===== src/rtl/run_sequencer.sv =====
// Multi-run CPU launcher: loads up to NUM_RUNS start addresses, launches them back to back, and records per-run cycle counts.
// Latency: start pulse 1 cycle after go; 2 cycles from done to next start; all_done 1 cycle after last record.
// Backpressure: none; go/load outside IDLE are dropped, a hung run is abandoned after TIMEOUT_CYC. Option macro: RUN_SEQ_HALT_ON_TIMEOUT_EN.
module run_sequencer #(
    parameter int ADDR_W      = 8,
    parameter int NUM_RUNS    = 4,
    parameter int CNT_W       = 15,
    parameter int TIMEOUT_CYC = 20000,
    localparam int IDX_W      = $clog2(NUM_RUNS)
) (
    input  logic              clock_i,
    input  logic              reset_n_i,
    input  logic              load_valid_i,
    input  logic [ADDR_W-1:0] load_addr_i,
    input  logic              go_i,
    input  logic              cpu_done_i,
    output logic              cpu_start_o,
    output logic [ADDR_W-1:0] cpu_start_addr_o,
    output logic              busy_o,
    output logic              all_done_o,
    output logic [IDX_W-1:0]  run_idx_o,
    output logic [IDX_W:0]    loaded_o,
    input  logic [IDX_W-1:0]  rd_idx_i,
    output logic [CNT_W-1:0]  rd_count_o,
    output logic              rd_timeout_o,
    output logic              rd_valid_o
);

    localparam logic [2:0] S_IDLE   = 3'd0;
    localparam logic [2:0] S_LAUNCH = 3'd1;
    localparam logic [2:0] S_WAIT   = 3'd2;
    localparam logic [2:0] S_RECORD = 3'd3;
    localparam logic [2:0] S_FINISH = 3'd4;

    localparam logic [IDX_W:0]   FULL_CNT = (IDX_W+1)'(NUM_RUNS);
    localparam logic [IDX_W:0]   ONE_CNT  = (IDX_W+1)'(1);
    localparam logic [CNT_W-1:0] TO_VAL   = CNT_W'(TIMEOUT_CYC);
    localparam logic [CNT_W-1:0] TO_LAST  = CNT_W'(TIMEOUT_CYC - 1);

    logic [2:0]          state_q, state_d;
    logic [IDX_W:0]      loaded_q, loaded_d;
    logic [IDX_W-1:0]    run_idx_q, run_idx_d;
    logic [CNT_W-1:0]    cnt_q, cnt_d;
    logic                go_pend_q, go_pend_d;
    logic [ADDR_W-1:0]   addr_q, addr_d;
    logic [NUM_RUNS-1:0] valid_q, valid_d;

    logic [ADDR_W-1:0]   tab_q     [NUM_RUNS];
    logic [CNT_W-1:0]    res_cnt_q [NUM_RUNS];
    logic                res_to_q  [NUM_RUNS];

    logic                tab_we;
    logic                res_we;
    logic [CNT_W-1:0]    res_cnt_wd;
    logic                res_to_wd;
    logic                halt;

    // Early stop after a timed-out run is a build option; otherwise every loaded run is launched.
`ifdef RUN_SEQ_HALT_ON_TIMEOUT_EN
    assign halt = res_to_q[run_idx_q];
`else
    assign halt = 1'b0;
`endif

    // Next-state logic for the sequencer FSM and its table write strobes.
    always_comb begin
        state_d    = state_q;
        loaded_d   = loaded_q;
        run_idx_d  = run_idx_q;
        cnt_d      = cnt_q;
        go_pend_d  = 1'b0;
        addr_d     = addr_q;
        valid_d    = valid_q;
        tab_we     = 1'b0;
        res_we     = 1'b0;
        res_cnt_wd = '0;
        res_to_wd  = 1'b0;
        case (state_q)
            S_IDLE: begin
                // A go arriving with a load is deferred one cycle so it sees the new count.
                if (go_pend_q || (go_i && !load_valid_i)) begin
                    if (loaded_q == '0) begin
                        state_d = S_FINISH;
                    end else begin
                        valid_d   = '0;
                        run_idx_d = '0;
                        state_d   = S_LAUNCH;
                    end
                end else if (load_valid_i) begin
                    if (loaded_q < FULL_CNT) begin
                        tab_we   = 1'b1;
                        loaded_d = loaded_q + ONE_CNT;
                    end
                    go_pend_d = go_i;
                end
            end
            S_LAUNCH: begin
                addr_d  = tab_q[run_idx_q];
                cnt_d   = '0;
                state_d = S_WAIT;
            end
            S_WAIT: begin
                // Done takes priority over a timeout landing on the same cycle.
                if (cpu_done_i) begin
                    res_we     = 1'b1;
                    res_cnt_wd = cnt_q + 1'b1;
                    res_to_wd  = 1'b0;
                    state_d    = S_RECORD;
                end else if (cnt_q == TO_LAST) begin
                    res_we     = 1'b1;
                    res_cnt_wd = TO_VAL;
                    res_to_wd  = 1'b1;
                    state_d    = S_RECORD;
                end else if (!(&cnt_q)) begin
                    cnt_d = cnt_q + 1'b1;
                end
            end
            S_RECORD: begin
                valid_d[run_idx_q] = 1'b1;
                if (halt || ({1'b0, run_idx_q} == (loaded_q - ONE_CNT))) begin
                    state_d = S_FINISH;
                end else begin
                    run_idx_d = run_idx_q + 1'b1;
                    state_d   = S_LAUNCH;
                end
            end
            S_FINISH: begin
                state_d = S_IDLE;
            end
            default: begin
                state_d = S_IDLE;
            end
        endcase
    end

    // Control state registers with synchronous reset that aborts any run in flight.
    always_ff @(posedge clock_i) begin
        if (!reset_n_i) begin
            state_q   <= S_IDLE;
            loaded_q  <= '0;
            run_idx_q <= '0;
            cnt_q     <= '0;
            go_pend_q <= 1'b0;
            addr_q    <= '0;
            valid_q   <= '0;
        end else begin
            state_q   <= state_d;
            loaded_q  <= loaded_d;
            run_idx_q <= run_idx_d;
            cnt_q     <= cnt_d;
            go_pend_q <= go_pend_d;
            addr_q    <= addr_d;
            valid_q   <= valid_d;
        end
    end

    // Address table and result tables; entries survive across sequences until reset.
    always_ff @(posedge clock_i) begin
        if (!reset_n_i) begin
            for (int i = 0; i < NUM_RUNS; i++) begin
                tab_q[i]     <= '0;
                res_cnt_q[i] <= '0;
                res_to_q[i]  <= 1'b0;
            end
        end else begin
            if (tab_we) begin
                tab_q[loaded_q[IDX_W-1:0]] <= load_addr_i;
            end
            if (res_we) begin
                res_cnt_q[run_idx_q] <= res_cnt_wd;
                res_to_q[run_idx_q]  <= res_to_wd;
            end
        end
    end

    assign cpu_start_o      = (state_q == S_LAUNCH);
    assign cpu_start_addr_o = (state_q == S_LAUNCH) ? tab_q[run_idx_q] : addr_q;
    assign busy_o           = (state_q != S_IDLE);
    assign all_done_o       = (state_q == S_FINISH);
    assign run_idx_o        = run_idx_q;
    assign loaded_o         = loaded_q;
    assign rd_count_o       = res_cnt_q[rd_idx_i];
    assign rd_timeout_o     = res_to_q[rd_idx_i];
    assign rd_valid_o       = valid_q[rd_idx_i];

endmodule

===== config.mk =====
export PLATFORM = sky130hd
export DESIGN_NAME = run_sequencer
export DESIGN_NICKNAME = d
export VERILOG_FILES = /design/src/rtl/run_sequencer.sv
export SDC_FILE = /design/constraint.sdc
export NUM_CORES = 1
export LEC_CHECK = 0
export ABC_AREA = 1
export ABC_CLOCK_PERIOD_IN_PS = 5600
export CORE_UTILIZATION = 65
export CTS_BUF_LIST = sky130_fd_sc_hd__clkbuf_8
export DETAILED_ROUTE_END_ITERATION = 6
export PLACE_DENSITY = 0.95
export SLEW_MARGIN = 20
export SYNTH_ARGS = -nofsm -noshare
export SYNTH_HDL_FRONTEND = slang
export SYNTH_SLANG_ARGS = --single-unit

===== constraint.sdc =====
create_clock -name clock_i -period 5.6 [get_ports clock_i]
set_input_delay 1.12 -clock clock_i [delete_from_list [all_inputs] [get_ports clock_i]]
set_output_delay 1.12 -clock clock_i [all_outputs]
set_load 0.01 [all_outputs]

==> metrics.md <==
| Metric | Value |
|---|---|
| EDFF count, synth | 93 |
| CTS H-tree depth | 4 |
| CTS resizes | 0 |
| Post-synth ARST share | 0 |
| Boundary Pins | 48 |
| Initial antenna violation count | 0 |
| Final TNS setup | 0 ns |
| CTS tree | done |
| Relative slew slack | 0.3848 |
| Achievable Freq | 216.4 MHz |
| Share of cells above drive strength 1 | 0.09493 |
| Synth Area per Inst | 8.949 um2 |
| Pin count of the biggest net entering global routing | 36 |
| Die ar. | 10160 um2 |
| Max stage delay on crit path | 0.71 ns |
| Final Setup Violations | 0 |
| Fillers | 568 |
| Max Slew Vio Count | 0 |
| Post-DR vias/cell | 5.837 |
| Synth top area share | 0.4401 |
| Crit path arrival time | 3.50 ns |
| Sink Count | 134 |
| Die height | 100.8 um |
| Total track usage | 0.3196 |
| Post-Syn Area | 6345 um2 |
| Final Wtd Congestion | 0.9373 |
| Top cell by count, worst path | clkdlybuf4s50_1 |
| Final worst setup slack | 0.9794 ns |
| Post-CTS setup buffer count | 0 |
| Clk_lat worst skew | 0.44 ns |
| CP bufs+invs | 4 |
| Syn_nets | 732 |
| Clk buf depth | 2 |
| Total gr overflow | 0 |
| CTS clk-pin slew, worst paths | 0.08 ns |
| I/O Buffers | 47 |
| CTS Root Buffer Type | clkbuf_8 |
| Post-synth cell types | 40 |
| Pre-CTS setup slack | 1.053 ns |
| First-pass GRT wire length | 24310 um |
| Least-Margin Pin Slew | 0.9217 ns |
| Routed Antenna Nets | 0 |
| Status | complete, but fails checks |
| Final hold vios | 0 |
| # nets final | 779 |
| Cells taking the most area after synthesis | edfxtp_1 44%, dfxtp_1 13%, nor2_1 11% |
| Slowest cell on the critical path | inv_1 |
| Failing checks | design-rule violations |
| Number of synthesis warnings | 0 |
| FF/Latch Area | 3613 um2 |
| Initial core utilization | 0.6802 |
| Tcrit/Tclk final | 0.8251 |
| VDD IR max | 0.2286 mV |
| Yosys top cell by area | edfxtp_1 |
| # rows | 35 |
| Top delay family on crit path | buffers and inverters |
| Cells after Synth | 709 |
| Detailed Route WL | 15230 um |
| Worst Clk Skew | 0.01110 ns |
| Count leader, synth | nor2_1 |
| Drt first pass iters | 7 |
| Leakage | 2.940 nW |
| Worst Path Required | 4.48 ns |
| Total CTS buffers | 17 |
| Worst Path Max Fanout | 35 |
| RSZ-0062 raised after global routing | false |
| DP HPWL | 10180 um |
| Final Critical Period | 4.621 ns |
| Core box area | 9328 um2 |
| Nature of the critical path endpoint | primary output |
| Syn-to-layout area delta | 14.08% |
| Sequential fraction of the synthesis area | 0.5695 |
| Drt drc | 1 |
| WS Path Type | input port to primary output |
| Max-cap viol count | 0 |
| Pwr Density | 375.3 nW/um2 |
| Die Width | 100.8 um |
| Vias | 5242 |
| HP Class | register to register |
| Seq cells post-synth | 134 |
| Antenna diode count | 0 |
| Leading cell types by count after synthesis | 191 x nor2_1, 105 x nand2_1, 93 x edfxtp_1, 58 x o21ai_0, 52 x inv_1 |
| Hold buffers post-CTS | 0 |
| Routed WL per cell | 16.96 um |
| Crit-path cells | clkdlybuf4s50_1, buf_4, inv_1, o21ai_0, o22ai_1, clkdlybuf4s50_1 |
| Primary flip-flop cell chosen by synthesis mapping | edfxtp_1 |
| DRC marker count from the first detailed-route iteration | 606 |
| Startpoint types | input port |
| Vias in the first global route | 5119 |
| Multi-input logic area | 2347 um2 |
## layout by cell type, fill, tap and decap left out, types with 4 or more instances in the layout
cell type        synthesis  final
nor2_1                 191    191
nand2_1                105    105
edfxtp_1                93     93
o21ai_0                 58     58
inv_1                   52     54
clkdlybuf4s50_1          0     47
dfxtp_1                 41     41
o22ai_1                 25     25
a21oi_1                 23     23
nand3_1                 20     20
clkbuf_8                 0     17
inv_2                   13     13
nand2_4                  8      8
ha_1                     8      8
xor2_1                   7      7
nand2_2                  5      5
nand4_1                  5      5
inv_6                    0      5
nor3_1                   4      4
o21bai_1                 4      4
clkinvlp_4               0      4
## per-layer routing
layer  routed length (um)  global-route usage
met1                 5680              0.3769
met2                 7919              0.5701
met5                    0                   0
met4                  359              0.1483
met3                 1273             0.05479
## layout make-up
type,count,area share
sequential,134,0.4992
tap,129,0.02230
inverter,68,0.03578
multi-input combinational,485,0.3243
clock inverter,15,0.01798
clock buffer,17,0.03232
timing repair buffer,50,0.06811
## flip-flops by register name, indices dropped and copies added, names as in the netlist, named ones only
| register | flops |
|---|---|
| res_cnt_q | 60 |
| tab_q | 32 |
| cnt_q | 15 |
| res_to_q | 4 |
| state_q | 3 |
| loaded_o | 3 |
| valid_q | 4 |
| addr_q | 8 |
| run_idx_o | 2 |
| go_pend_q | 1 |
## kinds of logic after synthesis
logic type / after synthesis / synth area share
AOI/OAI and AO/OA: 115 / 0.09781
xor gates and xnor gates: 8 / 0.01104
adders and majority gates: 8 / 0.01578
buffers and inverters: 90 / 0.06054
DFF: 134 / 0.5695
and+or+nand+nor: 354 / 0.2453
## report_power, final
group	total [mW]	switching (mW)	internal [mW]
logic	0.655	0.415	0.240
registers	1.31	0.101	1.21
clock network	0.755	0.402	0.353
total	2.72	0.918	1.80
## final timing paths
kind                                  start         endpoint  slack [ns]  cells past startpoint
worst max-delay path            rd_idx_i[0]       rd_valid_o        0.98                      6
worst min-delay path              addr_q[0]        addr_q[0]        0.48                      2
worst max register to register     cnt_q[0]  res_cnt_q[1][5]        2.97                      9
worst min register to register    addr_q[0]        addr_q[0]        0.48                      2
## through the flow
stage	instances	utilization	area, um2	hold WS [ns]	power (mW)
6_report	898	0.7760	7238	0.4752	2.717
4_1_cts	898	0.7760	7238	0.4774	2.701
2_1_floorplan	709	-	6345	0.4316	1.752
3_5_place_dp	866	0.7370	6874	0.4654	1.965
3_3_place_gp	866	0.7370	6874	0.4515	1.924
5_1_grt	898	0.7760	7238	0.5075	2.831
## tightest hold or removal path, cell delays in order (launching register included)
cell and delay (ns):
dfxtp_1 0.30, nand2_1 0.07, a21oi_1 0.06
(Power assumes the default switching activity.)
